--- config.mk ---
export PLATFORM = sky130hd
export DESIGN_NAME = uart_rx
export DESIGN_NICKNAME = d
export VERILOG_FILES = /design/src/rtl/uart_rx.sv
export SDC_FILE = /design/constraint.sdc
export NUM_CORES = 1
export LEC_CHECK = 0
export BUFFER_PORTS_ARGS = -buffer_cell sky130_fd_sc_hd__buf_2
export CAP_MARGIN = 20
export CELL_PAD_IN_SITES_DETAIL_PLACEMENT = 1
export CELL_PAD_IN_SITES_GLOBAL_PLACEMENT = 1
export CORE_MARGIN = 5
export CORE_UTILIZATION = 35
export CTS_CLUSTER_DIAMETER = 150
export CTS_CLUSTER_SIZE = 20
export DETAILED_ROUTE_END_ITERATION = 7
export PLACE_DENSITY_LB_ADDON = 0.15
export SLEW_MARGIN = 10
export SYNTH_ARGS = -nofsm -noshare
export SYNTH_HDL_FRONTEND = slang
export SYNTH_SLANG_ARGS = --single-unit
--- constraint.sdc ---
create_clock -name clk -period 2.14 [get_ports clk]
set_clock_uncertainty 0.05 [all_clocks]
set_input_delay 0.107 -clock clk [delete_from_list [all_inputs] [get_ports clk]]
set_output_delay 0.107 -clock clk [all_outputs]
set_load 0.01 [all_outputs]
--- src/rtl/uart_rx.sv ---
// 8N1 UART receiver with a small receive FIFO and a two-register CPU byte interface.
// RX is synchronised, deframed by a mid-bit sampling FSM and buffered until the CPU reads it.
module uart_rx #(
  parameter int unsigned CLKS_PER_BIT = 26,
  parameter int unsigned FIFO_DEPTH   = 4
) (
  input  logic       clk,
  input  logic       reset_n,
  input  logic       rx,
  input  logic       addr,
  input  logic       rd,
  input  logic       wr,
  input  logic [7:0] wdata,
  output logic [7:0] rdata,
  output logic       rx_ready
);

  localparam int unsigned CW = $clog2(CLKS_PER_BIT) + 1;
  localparam int unsigned AW = $clog2(FIFO_DEPTH);
  localparam int unsigned NW = AW + 1;
  localparam logic [CW-1:0] CPB_M1  = CW'(CLKS_PER_BIT - 1);
  localparam logic [CW-1:0] HALF_M1 = CW'(CLKS_PER_BIT / 2 - 1);
  localparam logic [NW-1:0] DEPTH_N = NW'(FIFO_DEPTH);

  typedef enum logic [2:0] {
    S_IDLE  = 3'd0,
    S_START = 3'd1,
    S_DATA  = 3'd2,
    S_STOP  = 3'd3,
    S_WAIT  = 3'd4
  } state_t;

  state_t          state_q;
  logic [CW-1:0]   cnt_q;
  logic [2:0]      bit_q;
  logic [7:0]      shift_q;
  logic            sync1_q, sync2_q;
  logic            rx_s;

  logic [7:0]      mem_q [FIFO_DEPTH];
  logic [AW-1:0]   wptr_q, wptr_d;
  logic [AW-1:0]   rptr_q, rptr_d;
  logic [NW-1:0]   count_q, count_d;
  logic            ovr_q, ovr_d;
  logic            fe_q, fe_d;

  logic stop_smp_s, frame_ok_s, frame_err_s;
  logic empty_s, full_s, pop_s, push_s;
  logic ovr_set_s, ovr_clr_s, fe_clr_s;
  logic unused_s;

  always_ff @(posedge clk) begin
    if (!reset_n) begin
      sync1_q <= 1'b1;
      sync2_q <= 1'b1;
    end else begin
      sync1_q <= rx;
      sync2_q <= sync1_q;
    end
  end

  assign rx_s = sync2_q;

  always_ff @(posedge clk) begin
    if (!reset_n) begin
      state_q <= S_IDLE;
      cnt_q   <= '0;
      bit_q   <= 3'd0;
      shift_q <= 8'h00;
    end else begin
      case (state_q)
        S_IDLE: begin
          cnt_q <= '0;
          bit_q <= 3'd0;
          if (!rx_s) state_q <= S_START;
        end
        S_START: begin
          if (cnt_q == HALF_M1) begin
            cnt_q   <= '0;
            state_q <= rx_s ? S_IDLE : S_DATA;
          end else begin
            cnt_q <= cnt_q + CW'(1);
          end
        end
        S_DATA: begin
          if (cnt_q == CPB_M1) begin
            cnt_q   <= '0;
            shift_q <= {rx_s, shift_q[7:1]};
            bit_q   <= bit_q + 3'd1;
            if (bit_q == 3'd7) state_q <= S_STOP;
          end else begin
            cnt_q <= cnt_q + CW'(1);
          end
        end
        S_STOP: begin
          if (cnt_q == CPB_M1) begin
            cnt_q   <= '0;
            state_q <= rx_s ? S_IDLE : S_WAIT;
          end else begin
            cnt_q <= cnt_q + CW'(1);
          end
        end
        S_WAIT: begin
          if (rx_s) state_q <= S_IDLE;
        end
        default: state_q <= S_IDLE;
      endcase
    end
  end

  // The push/flag decision is taken on the same edge as the mid-stop sample.
  assign stop_smp_s  = (state_q == S_STOP) && (cnt_q == CPB_M1);
  assign frame_ok_s  = stop_smp_s & rx_s;
  assign frame_err_s = stop_smp_s & ~rx_s;

  assign empty_s   = (count_q == '0);
  assign full_s    = (count_q == DEPTH_N);
  assign pop_s     = rd & ~addr & ~empty_s;
  assign push_s    = frame_ok_s & (~full_s | pop_s);
  assign ovr_set_s = frame_ok_s & full_s & ~pop_s;
  assign ovr_clr_s = wr & addr & wdata[3];
  assign fe_clr_s  = wr & addr & wdata[2];
  assign unused_s  = ^{wdata[7:4], wdata[1:0]};

  always_comb begin
    wptr_d  = push_s ? wptr_q + AW'(1) : wptr_q;
    rptr_d  = pop_s  ? rptr_q + AW'(1) : rptr_q;
    case ({push_s, pop_s})
      2'b10:   count_d = count_q + NW'(1);
      2'b01:   count_d = count_q - NW'(1);
      default: count_d = count_q;
    endcase
    ovr_d = ovr_set_s   | (ovr_q & ~ovr_clr_s);
    fe_d  = frame_err_s | (fe_q  & ~fe_clr_s);
  end

  always_ff @(posedge clk) begin
    if (!reset_n) begin
      wptr_q  <= '0;
      rptr_q  <= '0;
      count_q <= '0;
      ovr_q   <= 1'b0;
      fe_q    <= 1'b0;
    end else begin
      wptr_q  <= wptr_d;
      rptr_q  <= rptr_d;
      count_q <= count_d;
      ovr_q   <= ovr_d;
      fe_q    <= fe_d;
    end
  end

  always_ff @(posedge clk) begin
    if (push_s) mem_q[wptr_q] <= shift_q;
  end

  always_comb begin
    if (addr) begin
      rdata = {4'b0000, ovr_q, fe_q, full_s, ~empty_s};
    end else if (empty_s) begin
      rdata = 8'h00;
    end else begin
      rdata = mem_q[rptr_q];
    end
  end

  assign rx_ready = ~empty_s;

endmodule

==> impl_metrics.env, run 1 <==
export IMPL_status="complete, no violations"
export IMPL_gr_total_overflow=0
export IMPL_final_core_utilization=0.4143
export IMPL_drt_met1_wl_mm=3.067
export IMPL_syn_to_final_growth_pct=17.18
export IMPL_clockBufferDepth=2
export IMPL_seqCellArea_um2=1624
export IMPL_cts_buffers_inserted=9
export IMPL_wl_met2_mm=3.137
export IMPL_setup_violations=0
export IMPL_chipHeight_um=102.9
export IMPL_power_density_nw_per_um2=683.3
export IMPL_nets=311
export IMPL_synth_edf_count=32
export IMPL_critPathTopFamily="simple AND/OR/NAND/NOR gates"
export IMPL_final_area_um2=3542
export IMPL_cts_clk_slew_worst_paths_ns=0.08
export IMPL_maxCapViolCount=0
export IMPL_grt_usage=0.1355
export IMPL_path_max_fanout=6
export IMPL_cts_tree="yes"
export IMPL_dpl_cell_area_um2=3306
export IMPL_hold_path_class="in2reg"
export IMPL_p_int_mw=1.863
export IMPL_core_um2=8551
export IMPL_startpoint_type="flip-flop"
export IMPL_diodes=0
export IMPL_layout_drive_gt1_share=0.2774
export IMPL_synthMostInstantiatedCell="dfxtp_1"
export IMPL_path_cells="inv_2, ha_4, and4bb_4, and3_4, nor3_4, fa_2, nor3_2, nand3_1, a41oi_2"
export IMPL_power_switching_uw=557.8
export IMPL_arrival_ns=2.33
export IMPL_drt_iter0_markers=38
export IMPL_post_drt_wl_per_cell_um=16.29
export IMPL_root_buffer="clkbuf_8"
export IMPL_start_util=0.3535
export IMPL_yosys_top_cells_count="dfxtp_1, edfxtp_1, nor2_1"
export IMPL_clock_sinks=65
export IMPL_whs_ns=0.06777
export IMPL_routed_top_layer="met4"
export IMPL_final_hold_violation_count=0
export IMPL_met3_length_um=203
export IMPL_syn_avg_cell_area_um2=11.90
export IMPL_numPortBuffers=16
export IMPL_crit_required_ns=2.35
export IMPL_yosys_warnings=0
export IMPL_rsz0062_at_grt="true"
export IMPL_drc=0
export IMPL_ioPinCount=23
export IMPL_dp_final_hpwl_mm=4.516
export IMPL_critPathSlowestCell="fa_2"
export IMPL_synth_area_leaders="edfxtp_1, dfxtp_1, mux4_2"
export IMPL_cellLeakagePower_nw=1.304
export IMPL_p_seq_frac=0.536
export IMPL_synth_main_ff_cell="dfxtp_1"
export IMPL_die_w_um=102.9
export IMPL_via_count=2050
export IMPL_multi_input_area_um2=1300
export IMPL_synth_ff_latch_count=65
export IMPL_syn_inst=254
export IMPL_synth_area_leader_cell="edfxtp_1"
export IMPL_clkPwrFrac=0.441
export IMPL_grt_pass1_vias=2127
export IMPL_fillers=922
export IMPL_place_gp_congestion=0.7286
export IMPL_synth_top_cell_area_share=0.3179
export IMPL_synth_area_um2=3023
export IMPL_relSlewSlack=0.4764
export IMPL_die_area_um2=10600
export IMPL_fin_crit_sh=0.9914
export IMPL_crit_path_end_kind="flip-flop"
export IMPL_slew_violations=0
export IMPL_syn_num_nets=278
export IMPL_p_comb_frac=0.024
export IMPL_worst_setup_path_type="reg2reg"
export IMPL_tightestPinTransition_ns=0.7845
export IMPL_switching_share=0.2305
export IMPL_grt_pass1_wl_mm=10.93
export IMPL_irDropWorstVdd_uv=252.7
export IMPL_routed_wirelength_mm=6.517
export IMPL_ant_nets=0
export IMPL_crit_buf_inv=1
export IMPL_clk_latency_ns=0.34
export IMPL_cts_max_level=3
export IMPL_max_stage_delay_ns=0.44
export IMPL_grt_antenna_before_repair=0
export IMPL_synth_cell_type_count=51
export IMPL_clock_fmax_ghz=0.4713
export IMPL_yosysSeqAreaShare=0.5364
export IMPL_grt_start_max_net_pins=23
export IMPL_period_needed_ns=2.122
export IMPL_dr_pass1_iters=4
export IMPL_rows=34
export IMPL_synthArstFlopShare=0
export IMPL_via_per_inst=5.125
-- final cells by class --
class	instances	share of cell area
inverters	11	0.01166
clock inverters	7	0.02190
clock buffers	9	0.03497
repair buffers	37	0.06782
flip-flops and latches	65	0.4585
well taps	108	0.03815
multi-input cells	163	0.3670
-- power by group through the flow --
stage               clock network (mW)  registers [mW]  logic [mW]
finish                            1.07            1.30      0.0576
global route                      1.17            1.30      0.0640
CTS                               1.11            1.30      0.0581
detailed placement                   0            1.33      0.0563
global placement                     0            1.33      0.0547
floorplan                            0            1.33      0.0380
-- placed cells by master, fill, tap and decap left out, types with 3 or more instances in the layout --
cell	count
a21oi_1	8
ha_1	8
mux4_2	8
xnor2_1	3
buf_2	16
buf_4	20
inv_1	10
and2_1	4
and3_1	5
edfxtp_1	32
dfxtp_1	31
nand2b_1	5
clkbuf_8	9
nand2_1	14
o2111ai_1	4
o21ai_0	6
nand3_1	17
mux2i_1	10
nor2_1	26
o211ai_1	3
-- state kept, by name, summed over array words and instances (netlist names), named ones only --
| name | count |
|---|---|
| mem_q | 32 |
| shift_q | 8 |
| cnt_q | 6 |
| bit_q | 3 |
| count_q | 3 |
| state_q | 3 |
| rptr_q | 2 |
| wptr_q | 2 |
| fe_q | 1 |
| ovr_q | 1 |
| rx_s | 1 |
| sync1_q | 1 |
-- repair_timing --
| item | 4_1_cts | 5_1_grt |
|---|---|---|
| pin swaps | 1 | 5 |
| resized for setup | 0 | 2 |
| hold buffers | 1 | 0 |
| setup endpoints to repair | 1 | 1 |
| buffers inserted | 0 | 2 |
| endpoints found under the hold margin | 1 | 0 |
-- tightest hold or removal path, cell delays in order --
cell	delay (ns)
buf_2	0.10
nand3_1	0.08
a22oi_1	0.06
nor2_1	0.08
-- final timing paths --
check | from | to | slack, ns | cells after the start
worst min-delay path | wdata[3] | ovr_q | 0.07 | 4
worst max-delay path | cnt_q[1] | count_q[2] | 0.02 | 9
worst min register to register | sync1_q | rx_s | 0.37 | 1
worst max register to register | cnt_q[1] | count_q[2] | 0.02 | 9
-- through the flow --
| stage | setup WS [ns] | power [mW] | std cells | setup TNS (ns) |
|---|---|---|---|---|
| after CTS | 0.0005329 | 2.460 | 398 | 0 |
| after detailed placement | -0.003575 | 1.381 | 381 | -0.003575 |
| final | 0.01838 | 2.420 | 400 | 0 |
| after global routing | -0.08807 | 2.526 | 400 | -0.08807 |
| after floorplan | 0.002151 | 1.364 | 254 | 0 |
| after global placement | 0.04481 | 1.380 | 381 | 0 |
-- metal layers --
metal | vias up | GRT usage
li1 | 1002 | -
met4 | 0 | 0.05976
met3 | 10 | 0.02097
met1 | 1014 | 0.1802
met2 | 24 | 0.2181
met5 | - | 0
-- cells by family (layout without fill, tap and decap cells) --
group / after synthesis / count (layout) / share of synthesized area
AND/OR/NAND/NOR: 91 / 91 / 0.1647
AO/OA/AOI/OAI: 38 / 38 / 0.09768
adder cells (fa/ha/maj): 10 / 10 / 0.04388
multiplexers: 21 / 21 / 0.1047
flip-flops: 65 / 65 / 0.5364
buffers and inverters: 26 / 64 / 0.04388
XOR/XNOR: 3 / 3 / 0.008694
(Power assumes the default switching activity.)
==> inputs of run 2 (changes only) <==
Settings changed: GPL_TIMING_DRIVEN set to 0.
Clock period 2.14 ns to 2.6 ns, I/O delays scaled along.
==> run 2 against run 1 <==
Combinational power down 18%. Cell count fell by 1.8%. Power fell by 15%. Critical path type unchanged. Highest routed layer unchanged.
==> impl_metrics.env, run 2 (same netlist as run 1, synthesis figures left out) <==
export IMPL_status="complete, no violations"
export IMPL_root_buffer="clkbuf_8"
export IMPL_dr_pass1_iters=4
export IMPL_clockBufferDepth=2
export IMPL_cts_tree="yes"
export IMPL_nets=304
export IMPL_drt_iter0_markers=59
export IMPL_hold_depth=4
export IMPL_p_comb_frac=0.023
export IMPL_die_area_um2=10600
export IMPL_grt_usage=0.1375
export IMPL_post_drt_wl_per_cell_um=16.24
export IMPL_diodes=0
export IMPL_numPlacedInstances=376
export IMPL_slew_violations=0
export IMPL_clock_sinks=65
export IMPL_fillers=943
export IMPL_tns_ns=0
export IMPL_switching_share=0.2103
export IMPL_cellLeakagePower_nw=1.241
export IMPL_rsz0062_at_grt="false"
export IMPL_routed_wirelength_mm=6.382
export IMPL_final_area_um2=3466
export IMPL_chipHeight_um=102.9
export IMPL_arrival_ns=2.60
export IMPL_numPortBuffers=14
export IMPL_layout_drive_gt1_share=0.2211
export IMPL_p_int_mw=1.622
export IMPL_crit_path_end_kind="flip-flop"
export IMPL_rows=34
export IMPL_final_hold_violation_count=0
export IMPL_grt_pass1_wl_mm=10.86
export IMPL_cts_buffers_inserted=9
export IMPL_dpl_cell_area_um2=3228
export IMPL_regMostFlops="mem_q"
export IMPL_ioPinCount=23
export IMPL_worst_r2r_path_depth=10
export IMPL_worst_setup_path_type="reg2reg"
export IMPL_ant_nets=0
export IMPL_path_max_fanout=10
export IMPL_via_per_inst=5.048
export IMPL_irDropWorstVdd_uv=202.3
export IMPL_via_count=1984
export IMPL_final_cells=393
export IMPL_relSlewSlack=0.6003
export IMPL_crit_required_ns=2.81
export IMPL_grt_antenna_before_repair=0
export IMPL_largest_register_ffs=32
export IMPL_clock_fmax_ghz=0.4191
export IMPL_hold_path_class="in2reg"
export IMPL_power_density_nw_per_um2=592.7
export IMPL_p_seq_frac=0.520
export IMPL_period_needed_ns=2.386
export IMPL_power_switching_uw=432.0
export IMPL_tightestPinTransition_ns=0.5995
export IMPL_startpoint_type="flip-flop"
export IMPL_drc=0
export IMPL_clkPwrFrac=0.457
export IMPL_place_gp_congestion=0.7651
export IMPL_ff2ff_setup_slack_ns=0.21
export IMPL_syn_to_final_growth_pct=14.65
export IMPL_cts_max_level=3
export IMPL_die_w_um=102.9
export IMPL_grt_start_max_net_pins=13
export IMPL_core_um2=8551
export IMPL_mostFrequentLayoutCell="edfxtp_1"
export IMPL_maxCapViolCount=0
export IMPL_cts_clk_slew_worst_paths_ns=0.07
export IMPL_setup_violations=0
export IMPL_dp_final_hpwl_mm=4.507
export IMPL_top_regs="mem_q x32, shift_q x8, cnt_q x6"
export IMPL_start_util=0.3535
export IMPL_fin_crit_sh=0.9178
export IMPL_grt_pass1_vias=2044
export IMPL_layout_common_cells="edfxtp_1, dfxtp_1, nor2_1, buf_2, nand3_1"
export IMPL_gr_total_overflow=0
export IMPL_clk_latency_ns=0.34
run 2: cell types whose count changed in the layout (fill, tap and decap cells not counted), sizes merged:
cell    change
bufinv      +1
clkbuf      +7
buf        -14
inv         -1
run 2: worst max-delay path, cell delays in order (launching register included):
cell and delay (ns):
dfxtp_2 0.36, inv_1 0.06, ha_1 0.20, and4bb_4 0.22
and3_4 0.19, buf_6 0.14, nor3_2 0.20, fa_2 0.32
nand3_1 0.09, mux2_2 0.28, a41oi_2 0.19
run 2: layer usage:
layer  routed length, um  track usage
met1                3169       0.1879
met2                2943       0.2087
met3                 161      0.03248
met4                 106      0.05876
met5                   0            0
run 2: cell type report:
cell class	count	area [um2]	area share
multi-input cells	163	1276	0.3682
repair buffers	15	80.08	0.02310
clock buffers	9	123.9	0.03574
flip-flops and latches	65	1624	0.4686
inverters	11	41.29	0.01191
clock inverters	7	93.84	0.02708
plain buffers	15	91.34	0.02635
well taps	108	135.1	0.03899
run 2: metrics by stage:
stage          hold WS [ns]  worst slack (ns)  utilization  total power, mW
6_report            0.07543            0.2138       0.4053            2.054
4_1_cts             0.05638           0.05207       0.4042            2.084
5_1_grt             0.09286           0.06293       0.4053            2.141
3_3_place_gp         0.2635            0.1054       0.3775            1.138
3_5_place_dp         0.2701           0.07979       0.3775            1.139
2_1_floorplan        0.1815            0.2821            -            1.122
run 2: what timing repair did:
| item | 4_1_cts | 5_1_grt |
|---|---|---|
| hold endpoints to repair | 1 | 0 |
| buffers inserted | 0 | 0 |
| hold buffers | 1 | 0 |
| setup endpoints to repair | 0 | 1 |
| gates resized for setup | 0 | 4 |
run 2: worst paths after layout:
| path | from | end |
|---|---|---|
| max reg2reg | cnt_q[1] | count_q[2] |
| min | wdata[2] | fe_q |
| min reg2reg | sync1_q | rx_s |
| max | cnt_q[1] | count_q[2] |
run 2: power by group through the flow:
stage                     clock network, mW  logic, mW  registers [mW]
after global placement                    0     0.0461            1.09
after global routing                   1.02     0.0529            1.07
after CTS                             0.967     0.0483            1.07
after floorplan                           0     0.0305            1.09
final                                 0.938     0.0470            1.07
after detailed placement                  0     0.0468            1.09
